--- src/rtl/ram_block_mover.sv ---
// ram_block_mover
// ---------------------------------------------------------------------------
// Bus-master engine that owns the data RAM port while busy=1 and copies a
// block of bytes from one RAM region to another with memmove semantics:
// when the destination lies above the source the copy runs from the top of
// the block downwards, otherwise from the bottom upwards. Overlapping
// regions are therefore copied correctly.
//
// Each byte takes two cycles: READ presents the source address and captures
// the combinational read data into a hold register. WRITE presents the
// destination address and writes the held byte.
//
// Requests are checked when they are accepted. A zero length, or a block
// that would run past DEPTH, goes straight to DONE and never touches the RAM.
//
// Optional feature (macro RAM_MOVER_FILL_EN):
//   Adds the fill_en and fill_value inputs, which are latched together with
//   start. When fill_en=1 the source is ignored, the READ state is skipped
//   and fill_value is written to every destination location.
//
// Ports
//   clk          system clock, rising edge
//   reset        asynchronous active-low reset
//   start        request strobe, sampled only in IDLE
//   src_addr     first source address
//   dst_addr     first destination address
//   length       byte count, 0..DEPTH
//   fill_en      (RAM_MOVER_FILL_EN only) fill instead of copy
//   fill_value   (RAM_MOVER_FILL_EN only) byte written in fill mode
//   busy         high in READ/WRITE
//   done         one-cycle pulse ending every accepted request
//   error        one-cycle pulse with done for a rejected request
//   mem_write    RAM write enable
//   mem_address  RAM address
//   mem_wdata    RAM write data
//   mem_rdata    RAM read data, combinational from mem_address
// ---------------------------------------------------------------------------
module ram_block_mover #(
    parameter int ADDR_W = 7,
    parameter int DATA_W = 8,
    parameter int DEPTH  = 96
) (
    input  logic              clk,
    input  logic              reset,
    input  logic              start,
    input  logic [ADDR_W-1:0] src_addr,
    input  logic [ADDR_W-1:0] dst_addr,
    input  logic [ADDR_W-1:0] length,
`ifdef RAM_MOVER_FILL_EN
    input  logic              fill_en,
    input  logic [DATA_W-1:0] fill_value,
`endif
    output logic              busy,
    output logic              done,
    output logic              error,
    output logic              mem_write,
    output logic [ADDR_W-1:0] mem_address,
    output logic [DATA_W-1:0] mem_wdata,
    input  logic [DATA_W-1:0] mem_rdata
);

    typedef enum logic [1:0] {
        ST_IDLE  = 2'd0,
        ST_READ  = 2'd1,
        ST_WRITE = 2'd2,
        ST_DONE  = 2'd3
    } state_t;

    localparam logic [ADDR_W:0]   DEPTH_C = (ADDR_W + 1)'(DEPTH);
    localparam logic [ADDR_W-1:0] ONE_C   = {{(ADDR_W-1){1'b0}}, 1'b1};
    localparam logic [ADDR_W-1:0] ZERO_C  = {ADDR_W{1'b0}};

    state_t              state_r;
    state_t              state_next_s;
    logic [ADDR_W-1:0]   src_ptr_r;
    logic [ADDR_W-1:0]   dst_ptr_r;
    logic [ADDR_W-1:0]   cnt_r;
    logic [DATA_W-1:0]   hold_r;
    logic                desc_r;
    logic                err_r;

    logic                len_zero_s;
    logic                src_over_s;
    logic                dst_over_s;
    logic                range_bad_s;
    logic                fill_sel_s;
    logic                fill_mode_s;
    logic [DATA_W-1:0]   wdata_s;
    logic                dst_in_range_s;

`ifdef RAM_MOVER_FILL_EN
    logic                fill_r;
    logic [DATA_W-1:0]   fill_val_r;
`endif

    // End addresses are formed one bit wider so that src/dst + length cannot wrap.
    assign len_zero_s  = (length == ZERO_C);
    assign src_over_s  = (({1'b0, src_addr} + {1'b0, length}) > DEPTH_C);
    assign dst_over_s  = (({1'b0, dst_addr} + {1'b0, length}) > DEPTH_C);

`ifdef RAM_MOVER_FILL_EN
    // In fill mode the source address is never used, so it is not range checked.
    assign fill_sel_s  = fill_en;
    assign fill_mode_s = fill_r;
    assign wdata_s     = fill_r ? fill_val_r : hold_r;
`else
    assign fill_sel_s  = 1'b0;
    assign fill_mode_s = 1'b0;
    assign wdata_s     = hold_r;
`endif

    assign range_bad_s    = dst_over_s | (src_over_s & ~fill_sel_s);
    assign dst_in_range_s = ({1'b0, dst_ptr_r} < DEPTH_C);

    // State register.
    always_ff @(posedge clk or negedge reset) begin
        if (!reset) begin
            state_r <= ST_IDLE;
        end else begin
            state_r <= state_next_s;
        end
    end

    // Next-state logic.
    always_comb begin
        state_next_s = state_r;
        case (state_r)
            ST_IDLE: begin
                if (!start) begin
                    state_next_s = ST_IDLE;
                end else if (len_zero_s || range_bad_s) begin
                    state_next_s = ST_DONE;
                end else if (fill_sel_s) begin
                    state_next_s = ST_WRITE;
                end else begin
                    state_next_s = ST_READ;
                end
            end
            ST_READ: begin
                state_next_s = ST_WRITE;
            end
            ST_WRITE: begin
                if (cnt_r == ONE_C) begin
                    state_next_s = ST_DONE;
                end else if (fill_mode_s) begin
                    state_next_s = ST_WRITE;
                end else begin
                    state_next_s = ST_READ;
                end
            end
            ST_DONE: begin
                state_next_s = ST_IDLE;
            end
            default: begin
                state_next_s = ST_IDLE;
            end
        endcase
    end

    // Request latch, pointer/count stepping and read-data capture.
    always_ff @(posedge clk or negedge reset) begin
        if (!reset) begin
            src_ptr_r <= ZERO_C;
            dst_ptr_r <= ZERO_C;
            cnt_r     <= ZERO_C;
            hold_r    <= {DATA_W{1'b0}};
            desc_r    <= 1'b0;
            err_r     <= 1'b0;
        end else begin
            case (state_r)
                ST_IDLE: begin
                    if (start) begin
                        // A descending copy starts at the top byte of each region.
                        if ((dst_addr > src_addr) && !fill_sel_s) begin
                            desc_r    <= 1'b1;
                            src_ptr_r <= src_addr + length - ONE_C;
                            dst_ptr_r <= dst_addr + length - ONE_C;
                        end else begin
                            desc_r    <= 1'b0;
                            src_ptr_r <= src_addr;
                            dst_ptr_r <= dst_addr;
                        end
                        cnt_r <= length;
                        err_r <= ~len_zero_s & range_bad_s;
                    end else begin
                        cnt_r <= cnt_r;
                    end
                end
                ST_READ: begin
                    hold_r <= mem_rdata;
                end
                ST_WRITE: begin
                    if (desc_r) begin
                        src_ptr_r <= src_ptr_r - ONE_C;
                        dst_ptr_r <= dst_ptr_r - ONE_C;
                    end else begin
                        src_ptr_r <= src_ptr_r + ONE_C;
                        dst_ptr_r <= dst_ptr_r + ONE_C;
                    end
                    cnt_r <= cnt_r - ONE_C;
                end
                ST_DONE: begin
                    cnt_r <= ZERO_C;
                end
                default: begin
                    cnt_r <= ZERO_C;
                end
            endcase
        end
    end

`ifdef RAM_MOVER_FILL_EN
    // Fill mode and fill byte are captured together with the request.
    always_ff @(posedge clk or negedge reset) begin
        if (!reset) begin
            fill_r     <= 1'b0;
            fill_val_r <= {DATA_W{1'b0}};
        end else if ((state_r == ST_IDLE) && start) begin
            fill_r     <= fill_en;
            fill_val_r <= fill_value;
        end else begin
            fill_r     <= fill_r;
            fill_val_r <= fill_val_r;
        end
    end
`endif

    // Outputs are decoded only from registered state, so start never reaches the RAM port combinationally.
    always_comb begin
        busy        = 1'b0;
        done        = 1'b0;
        error       = 1'b0;
        mem_write   = 1'b0;
        mem_address = ZERO_C;
        mem_wdata   = {DATA_W{1'b0}};
        case (state_r)
            ST_READ: begin
                busy        = 1'b1;
                mem_address = src_ptr_r;
            end
            ST_WRITE: begin
                busy        = 1'b1;
                mem_address = dst_ptr_r;
                mem_wdata   = wdata_s;
                // Defensive: an out-of-range destination is never written.
                mem_write   = dst_in_range_s;
            end
            ST_DONE: begin
                done  = 1'b1;
                error = err_r;
            end
            default: begin
                busy = 1'b0;
            end
        endcase
    end

endmodule
--- config.mk ---
export PLATFORM = sky130hd
export DESIGN_NAME = ram_block_mover
export DESIGN_NICKNAME = d
export VERILOG_FILES = /design/src/rtl/ram_block_mover.sv
export SDC_FILE = /design/constraint.sdc
export NUM_CORES = 1
export LEC_CHECK = 0
export CORE_ASPECT_RATIO = 1.5
export CORE_UTILIZATION = 60
export CTS_CLUSTER_DIAMETER = 80
export CTS_CLUSTER_SIZE = 40
export DETAILED_ROUTE_END_ITERATION = 8
export HOLD_SLACK_MARGIN = 0.15
export PLACE_DENSITY = 0.82
export SLEW_MARGIN = 20
export SYNTH_ARGS = -nofsm -noshare
export SYNTH_HDL_FRONTEND = slang
export SYNTH_SLANG_ARGS = --single-unit
--- constraint.sdc ---
create_clock -name clk -period 4 [get_ports clk]
set_clock_uncertainty 0.1 [all_clocks]
set_input_delay 1.2 -clock clk [delete_from_list [all_inputs] [get_ports clk]]
set_output_delay 1.2 -clock clk [all_outputs]
set_load 0.02 [all_outputs]
Word level (Yosys, flattened, before mapping)
Cells that the tools add are included.
{"block": "totals", "register_bits": 33, "inputBits": 32, "output_inout_bits": 19}
{"block": "classes", "addsub": 11, "n_lt_le_gt_ge": 4, "eq_ne": 5, "muxes": 21, "n_bitwise": 3, "n_reduce_logical": 9}
{"cell": "2-to-1 mux 7 bit", "count": 7}
{"cell": "one-hot mux 7 bit (2 select lines)", "count": 3}
{"cell": "subtractor 7 x 1 -> 7 bit (second input constant)", "count": 5}
{"cell": "one-hot mux 7 bit (3 select lines)", "count": 1}
{"cell": "adder 7 x 7 -> 8 bit", "count": 2}
{"cell": "greater-than comparator 8 x 7 -> 1 bit (second input constant)", "count": 2}
{"cell": "adder 7 x 1 -> 7 bit (second input constant)", "count": 2}
{"cell": "adder 7 bit", "count": 2}
{"cell": "2-to-1 mux 8 bit", "count": 1}
{"cell": "one-hot mux 2 bit (4 select lines)", "count": 1}
{"cell": "equality test 7 x 1 -> 1 bit (second input constant)", "count": 1}
{"cell": "greater-than comparator 7 bit", "count": 1}
{"cell": "logical NOT 7 bit", "count": 1}
{"cell": "less-than comparator 7 bit (second input constant)", "count": 1}
{"cell": "2-to-1 mux 2 bit", "count": 3}
{"cell": "AND reduction 2 bit", "count": 3}
{"cell": "2-to-1 mux 1 bit", "count": 5}
{"cell": "equality test 2 bit (second input constant)", "count": 2}
{"cell": "nonzero test 3 bit", "count": 1}
{"cell": "equality test 2 x 1 -> 1 bit (second input constant)", "count": 1}
{"cell": "logical NOT 2 bit", "count": 1}
{"cell": "inequality test 2 bit (second input constant)", "count": 1}
{"cell": "nonzero test 2 bit", "count": 1}
{"cell": "OR reduction 2 bit", "count": 1}
{"cell": "4 further kinds", "count": 4}

Depth between registers and ports, before layout
Gate-level depths: netlist of run 1.
{"block": "logic_depth", "depth_word": 7, "depth_mapped": 13, "depth_no_buf": 13}

Worst setup path after synthesis of run 1
OpenSTA, ideal clock, no wires.
{"block": "synth_path", "path_kind": "input to register", "start": "input length[1]", "end": "register dst_ptr_r[5]", "setup_ps": 121, "arrival_time_ps": 2931, "t_required_ps": 3779, "setup_slack_ps": 848, "stages": 13, "n_path_buf": 0, "cell_sequence": "inv_1 -> ha_1 -> inv_1 -> ha_1 -> inv_1 -> fa_1 -> inv_1 -> a21o_1 -> a21oi_1 -> xnor2_1 -> nor3_1 -> a31oi_1 -> a22o_1"}
{"block": "synth_between", "elab_chain_cells": 5}
{"element": "from (decl)", "line": "48", "source": "input logic [ADDR_W-1:0] length,"}
{"element": "adder 7 bit", "line": "177", "source": "dst_ptr_r <= dst_addr + length - ONE_C;"}
{"element": "subtractor 7 x 1 -> 7 bit", "line": "177"}
{"element": "2-to-1 mux 7 bit", "line": "174", "source": "if ((dst_addr > src_addr) && !fill_sel_s) begin"}
{"element": "2-to-1 mux 7 bit", "line": "172", "source": "if (start) begin"}
{"element": "one-hot mux 7 bit (2 select lines)", "line": "170", "source": "case (state_r)"}
{"element": "to (signal assigned)", "line": "177"}
{"element": "to (signal assigned)", "line": "181", "source": "dst_ptr_r <= dst_addr;"}
{"element": "to (signal assigned)", "line": "195", "source": "dst_ptr_r <= dst_ptr_r - ONE_C;"}
{"element": "to (decl)", "line": "76", "source": "logic [ADDR_W-1:0] dst_ptr_r;"}
No other way between the ends. The select of a mux whose other input is x is not followed.
A chain may end at the register's enable or synchronous reset.

Worst setup path after layout of run 1
{"block": "layout_path", "start": "register state_r[0]", "end": "output mem_address[6]"}
{"block": "layout_between", "elab_chain_cells": 2}
{"element": "from (decl)", "line": "73", "source": "state_t state_r;"}
{"element": "from (signal assigned)", "line": "120", "source": "state_r <= state_next_s;"}
{"element": "equality test 2 bit or equality test 2 x 1 -> 1 bit (tied branches)", "line": "236", "source": "case (state_r)"}
{"element": "one-hot mux 7 bit (2 select lines) (*)", "line": "236"}
{"element": "to (decl)", "line": "57", "source": "output logic [ADDR_W-1:0] mem_address,"}
Mark *: on every way between the ends. The rest lies on a longest branch, timed or not.

==> results of run 1 <==
==> power groups by stage <==
stage	Clock, mW	Combinational [mW]	Sequential (mW)
floorplan	0	1.34	0.620
global placement	0	1.79	0.663
detailed placement	0	1.86	0.675
CTS	0.387	1.88	0.669
global route	0.404	2.09	0.700
finish	0.385	1.89	0.674
==> state kept, by name, summed over array words and instances, names as in the netlist <==
| signal | flops |
|---|---|
| cnt_r | 7 |
| err_r | 1 |
| dst_ptr_r | 7 |
| desc_r | 1 |
| state_r | 2 |
| hold_r | 8 |
| src_ptr_r | 7 |
==> layout make-up <==
type,count,area share (%)
multi-input cells,336,57.2
flip-flops and latches,33,18.4
repair buffers,64,13.8
inverters,66,5.53
well taps,72,2.01
clock buffers,5,1.54
clock inverters,3,1.45
==> worst max-delay path by stage <==
stage,startpoint,endpoint,slack [ns]
2_1_floorplan,length[1],dst_ptr_r[5]$_DFFE_PN0P_,0.85
3_3_place_gp,length[1],src_ptr_r[5]$_DFFE_PN0P_,0.13
3_5_place_dp,length[1],src_ptr_r[5]$_DFFE_PN0P_,0.0008
4_1_cts,state_r[0]$_DFF_PN0_,mem_address[6],0.26
5_1_grt,state_r[0]$_DFF_PN0_,mem_address[6],0.10
6_report,state_r[0]$_DFF_PN0_,mem_address[6],0.26
==> cells by family after synthesis <==
logic type	count (synthesis)	synth area share (%)
multiplexers	15	4.37
adder cells (fa/ha/maj)	65	23.2
AND/OR/NAND/NOR	110	15.0
AO/OA/AOI/OAI	130	22.9
flip-flops	33	22.3
XOR/XNOR	16	3.79
buffers and inverters	79	8.36
==> critical path, cell delays in order, from the launching register on <==
cell	delay (ns)
dfrtp_1	0.41
inv_1	0.10
ha_1	0.64
a22oi_1	0.24
nor2b_1	0.16
clkdlybuf4s50_1	0.61
==> per-layer routing <==
metal	vias to the layer above	track usage (%)	share of wire, %
met5	-	0	0
met4	0	17.5	4.6
met3	40	5.14	3.7
met2	121	61.0	54
met1	1609	35.3	38
li1	1696	-	-
==> through the flow <==
stage                     utilization (%)  hold slack [ns]  setup slack (ns)  area [µm²]
final                                76.3            0.392             0.256        4480
after global routing                 76.3            0.432             0.103        4480
after CTS                            76.3            0.397             0.257        4480
after detailed placement             74.0            0.380          0.000756        4340
after global placement               74.0            0.370             0.130        4340
after floorplan                         -            0.342             0.848        3700
==> cell usage in the layout, fill, tap and decap left out, types with 10 or more instances in the layout <==
master           Yosys  routed
a21o_1              10      10
a21oi_1             40      40
a22oi_1             11      11
buf_4                1      13
clkdlybuf4s50_1      0      50
dfrtp_1             33      33
ha_1                59      59
inv_1               65      65
nand2_1             19      19
nand3_1             10      10
nor2_1              25      25
nor2b_1             14      14
nor3_1              13      13
o21ai_0             25      25
==> impl_metrics.json, run 1 <==
{
  "n_antenna_cell": 0,
  "swShare_pct": 45.8,
  "p_switching_mw": 1.35,
  "ff_latch_area_um2": 826,
  "reg2reg_slack_ns": 1.15,
  "gp_congestion": 0.901,
  "p_clk_share_pct": 13.1,
  "grtUsageTotal_pct": 33.4,
  "dieArea_um2": 6480,
  "synth.avg_cell_area_um2": 8.25,
  "start_kind": "flip-flop",
  "ioPinCount": 51,
  "core_um2": 5870,
  "power.total_mw": 2.95,
  "cts_resized": 0,
  "drv_cap": 0,
  "wl_um": 9850,
  "tightest_slew_ns": 0.739,
  "synth_edf_count": 0,
  "initial_utilization_pct": 63.0,
  "path_clk_slew_ns": 0.07,
  "relSlewSlack_pct": 50.7,
  "ant_nets": 0,
  "async_flop_share_pct": 100,
  "clock_latency_ns": 0.29,
  "whs_path_depth": 2,
  "seq_power_share_pct": 22.9,
  "min_period_over_period_pct": 93.6,
  "wire_per_inst_um": 17.0,
  "die_x_um": 66.1,
  "rsz0062_at_grt": "no",
  "post-cts-setup-buffer-count": 0,
  "crit_path_end_kind": "output pin",
  "vdd_ir_drop_max_v": 0.000274,
  "yosys_warnings": 0,
  "syn_to_final_growth_pct": 21.1,
  "cts_inserted_buffers": 5,
  "hold_viol_final": 0,
  "synth_area_leaders": "dfrtp_1, ha_1, inv_1",
  "power.internal_mw": 1.60,
  "grt_pass1_wl_um": 16600,
  "yosysTopAreaCellShare_pct": 22.3,
  "r2r_start": "desc_r$_DFFE_PN0P_",
  "viasPerCell": 5.99,
  "ys_seq_elements": 33,
  "setup-tns-final_ns": 0,
  "yosysSeqAreaShare_pct": 22.3,
  "r2r-end": "dst_ptr_r[6]$_DFFE_PN0P_",
  "ctsHoldBuffers": 0,
  "n_fill_cell": 446,
  "ys.flop_type": "dfrtp_1",
  "reg2reg_depth": 9,
  "overflow": 0,
  "nets": 603,
  "dp_hpwl_um": 7890,
  "synth_cells": 448,
  "min_path_type": "reg2reg",
  "cts-root-buf": "clkbuf_8",
  "synth_most_common_cell": "inv_1",
  "tritoncts": "done",
  "port_buffers": 50,
  "crit_type": "reg2out",
  "firstDrtPassIters": 5,
  "grt_max_degree": 34,
  "grt_pass1_vias": 3623,
  "final_cell_count_no_fill": 579,
  "dr.first_iter.drc_count": 242,
  "critical_path_peak_fanout": 22,
  "combPwrFrac_pct": 64.1,
  "crit_required_ns": 2.70,
  "synth_area_leader_cell": "dfrtp_1",
  "worstHoldStart": "err_r$_DFFE_PN0P_",
  "cp.arrival_ns": 2.44,
  "drc": 0,
  "p_per_area_nw_per_um2": 659,
  "hold-path-endpoint": "err_r$_DFFE_PN0P_",
  "h-tree-depth": 2,
  "layout_min_cycle_time_ns": 3.74,
  "die_h_um": 98.1,
  "setup_violations": 0,
  "multi_input_area_um2": 2560,
  "fmax_ghz": 0.267,
  "drive_gt1_share_pct": 6.90,
  "maxSlewViolCount": 0,
  "synth.distinct_cells": 53,
  "cellLeakagePower_nw": 2.11,
  "synth_nets": 545,
  "clock_sinks": 33,
  "dp.cells": 571,
  "cts_buffer_depth": 2,
  "vias": 3466,
  "antenna_found_initial": 0,
  "ys_top_cells_by_count": "inv_1, ha_1, a21oi_1",
  "row_count": 34,
  "synth_area_um2": 3700,
  "status": "complete, no violations"
}
(Power assumes the default switching activity.)
==> run 2: changes to the inputs <==
--- a/config.mk
+++ b/config.mk
@@ -12,7 +12,7 @@
 export DETAILED_ROUTE_END_ITERATION = 8
 export HOLD_SLACK_MARGIN = 0.15
 export PLACE_DENSITY = 0.82
-export SLEW_MARGIN = 20
 export SYNTH_ARGS = -nofsm -noshare
 export SYNTH_HDL_FRONTEND = slang
 export SYNTH_SLANG_ARGS = --single-unit
+export TNS_END_PERCENT = 10
==> results of run 2 <==
Same layout as run 1: the final DEF is identical, and so are final timing and power.
==> run 3: changes to the inputs <==
--- a/config.mk
+++ b/config.mk
@@ -5,6 +5,7 @@
 export SDC_FILE = /design/constraint.sdc
 export NUM_CORES = 1
 export LEC_CHECK = 0
+export ABC_AREA = 0
 export CORE_ASPECT_RATIO = 1.5
 export CORE_UTILIZATION = 60
 export CTS_CLUSTER_DIAMETER = 80
@@ -12,6 +13,7 @@
 export DETAILED_ROUTE_END_ITERATION = 8
 export HOLD_SLACK_MARGIN = 0.15
 export PLACE_DENSITY = 0.82
+export RECOVER_POWER = 25
 export SYNTH_ARGS = -nofsm -noshare
 export SYNTH_HDL_FRONTEND = slang
 export SYNTH_SLANG_ARGS = --single-unit
==> impl_metrics.json, run 3 (synthesis gave the netlist of run 1 again) <==
{
  "met2_length_um": 5330,
  "dr.first_iter.drc_count": 243,
  "hold_viol_final": 0,
  "place_area_um2": 4340,
  "crit_type": "reg2out",
  "grt_max_degree": 34,
  "clock_sinks": 33,
  "critical_path_peak_fanout": 22,
  "relSlewSlack_pct": -24.4,
  "final_cell_count_no_fill": 579,
  "dr.max_layer_used": "met4",
  "p_per_area_nw_per_um2": 659,
  "dp.cells": 571,
  "ctsHoldBuffers": 0,
  "m1WireLength_um": 3740,
  "row_count": 34,
  "final_design_area_no_fill_um2": 4470,
  "drv_cap": 1,
  "tritoncts": "done",
  "cts-root-buf": "clkbuf_8",
  "gp_congestion": 0.901,
  "cts_resized": 0,
  "cellLeakagePower_nw": 2.10,
  "fmax_ghz": 0.267,
  "drive_gt1_share_pct": 6.71,
  "core_um2": 5870,
  "firstDrtPassIters": 7,
  "n_antenna_cell": 0,
  "crit_path_end_kind": "output pin",
  "rsz0062_at_grt": "no",
  "post-cts-setup-buffer-count": 0,
  "grt_pass1_wl_um": 16600,
  "crit_required_ns": 2.70,
  "viasPerCell": 5.96,
  "grt_pass1_vias": 3623,
  "maxSlewViolCount": 34,
  "dieArea_um2": 6480,
  "min_period_over_period_pct": 93.5,
  "wire_per_inst_um": 17.0,
  "wl_um": 9830,
  "vdd_ir_drop_max_v": 0.000275,
  "wl_met3_um": 334,
  "dp_hpwl_um": 7890,
  "port_buffers": 50,
  "die_x_um": 66.1,
  "n_fill_cell": 448,
  "reg2reg_depth": 9,
  "initial_utilization_pct": 63.0,
  "status": "finished, violations left",
  "min_path_type": "reg2reg",
  "vias": 3452,
  "path_clk_slew_ns": 0.07,
  "start_kind": "flip-flop",
  "ioPinCount": 51,
  "cts_inserted_buffers": 5,
  "antenna_found_initial": 0,
  "regMostFlops": "hold_r",
  "syn_to_final_growth_pct": 21.0,
  "ant_nets": 0,
  "clock_latency_ns": 0.29,
  "setup-tns-final_ns": 0,
  "cp.arrival_ns": 2.44,
  "violations": "max-capacitance violations, max-slew violations",
  "final_cell_mix": "inv_1, ha_1, clkdlybuf4s50_1",
  "whs_path_depth": 2,
  "h-tree-depth": 2,
  "tightest_slew_ns": 1.87,
  "nets": 603,
  "final_common_cell": "inv_1",
  "largest_reg_flops": 8,
  "drc": 0,
  "layout_min_cycle_time_ns": 3.74,
  "setup_violations": 0,
  "die_h_um": 98.1,
  "overflow": 0,
  "grtUsageTotal_pct": 33.4,
  "cts_buffer_depth": 2
}
[run 3: cell types whose count changed in the layout (fill, tap and decap cells not counted), sizes merged]
cell,before,now
clkbuf,5,6
dlygate4sd3,0,8
clkdlybuf4s50,50,42
buf,14,13
[run 3: worst paths after layout]
kind,start,to,slack (ns)
worst max-delay path,state_r[0]$_DFF_PN0_,mem_address[6],0.26
worst min-delay path,err_r$_DFFE_PN0P_,err_r$_DFFE_PN0P_,0.39
worst max register to register,desc_r$_DFFE_PN0P_,dst_ptr_r[6]$_DFFE_PN0P_,1.16
worst min register to register,err_r$_DFFE_PN0P_,err_r$_DFFE_PN0P_,0.39
max in group asynchronous,reset,desc_r$_DFFE_PN0P_,0.87
min in group asynchronous,reset,dst_ptr_r[3]$_DFFE_PN0P_,1.85
[run 3: worst max-delay path, cell delays in order, from the launching register on]
cell             delay, ns
dfrtp_1               0.41
inv_1                 0.10
ha_1                  0.64
a22oi_1               0.24
nor2b_1               0.16
clkdlybuf4s50_1       0.61
[run 3: final cells by class]
| class | count | area [µm²] | area share [%] |
|---|---|---|---|
| inverters | 66 | 248 | 5.54 |
| flip-flops and latches | 33 | 826 | 18.5 |
| clock buffers | 5 | 68.8 | 1.54 |
| clock inverters | 3 | 65.1 | 1.45 |
| well taps | 72 | 90.1 | 2.01 |
| multi-input cells | 336 | 2560 | 57.3 |
| repair buffers | 64 | 614 | 13.7 |
[run 3: per-stage QoR]
step	util (%)	hold WS, ns	power [mW]	worst slack (ns)
floorplan	-	0.342	1.96	0.848
global placement	74.0	0.370	2.45	0.130
detailed placement	74.0	0.380	2.53	0.000756
CTS	76.3	0.397	2.93	0.257
global route	76.2	0.432	3.19	0.103
finish	76.2	0.392	2.95	0.261
[run 3: report_power, final]
group / switching, mW / total, mW / internal [mW]
combinational: 1.04 / 1.89 / 0.843
sequential: 0.169 / 0.675 / 0.505
clock: 0.138 / 0.385 / 0.248
total: 1.35 / 2.95 / 1.60
[run 3: metal layers]
layer,vias to the layer above,track usage (%)
met5,-,0
met4,0,17.5
met3,36,5.14
met2,103,61.0
met1,1616,35.3
li1,1697,-
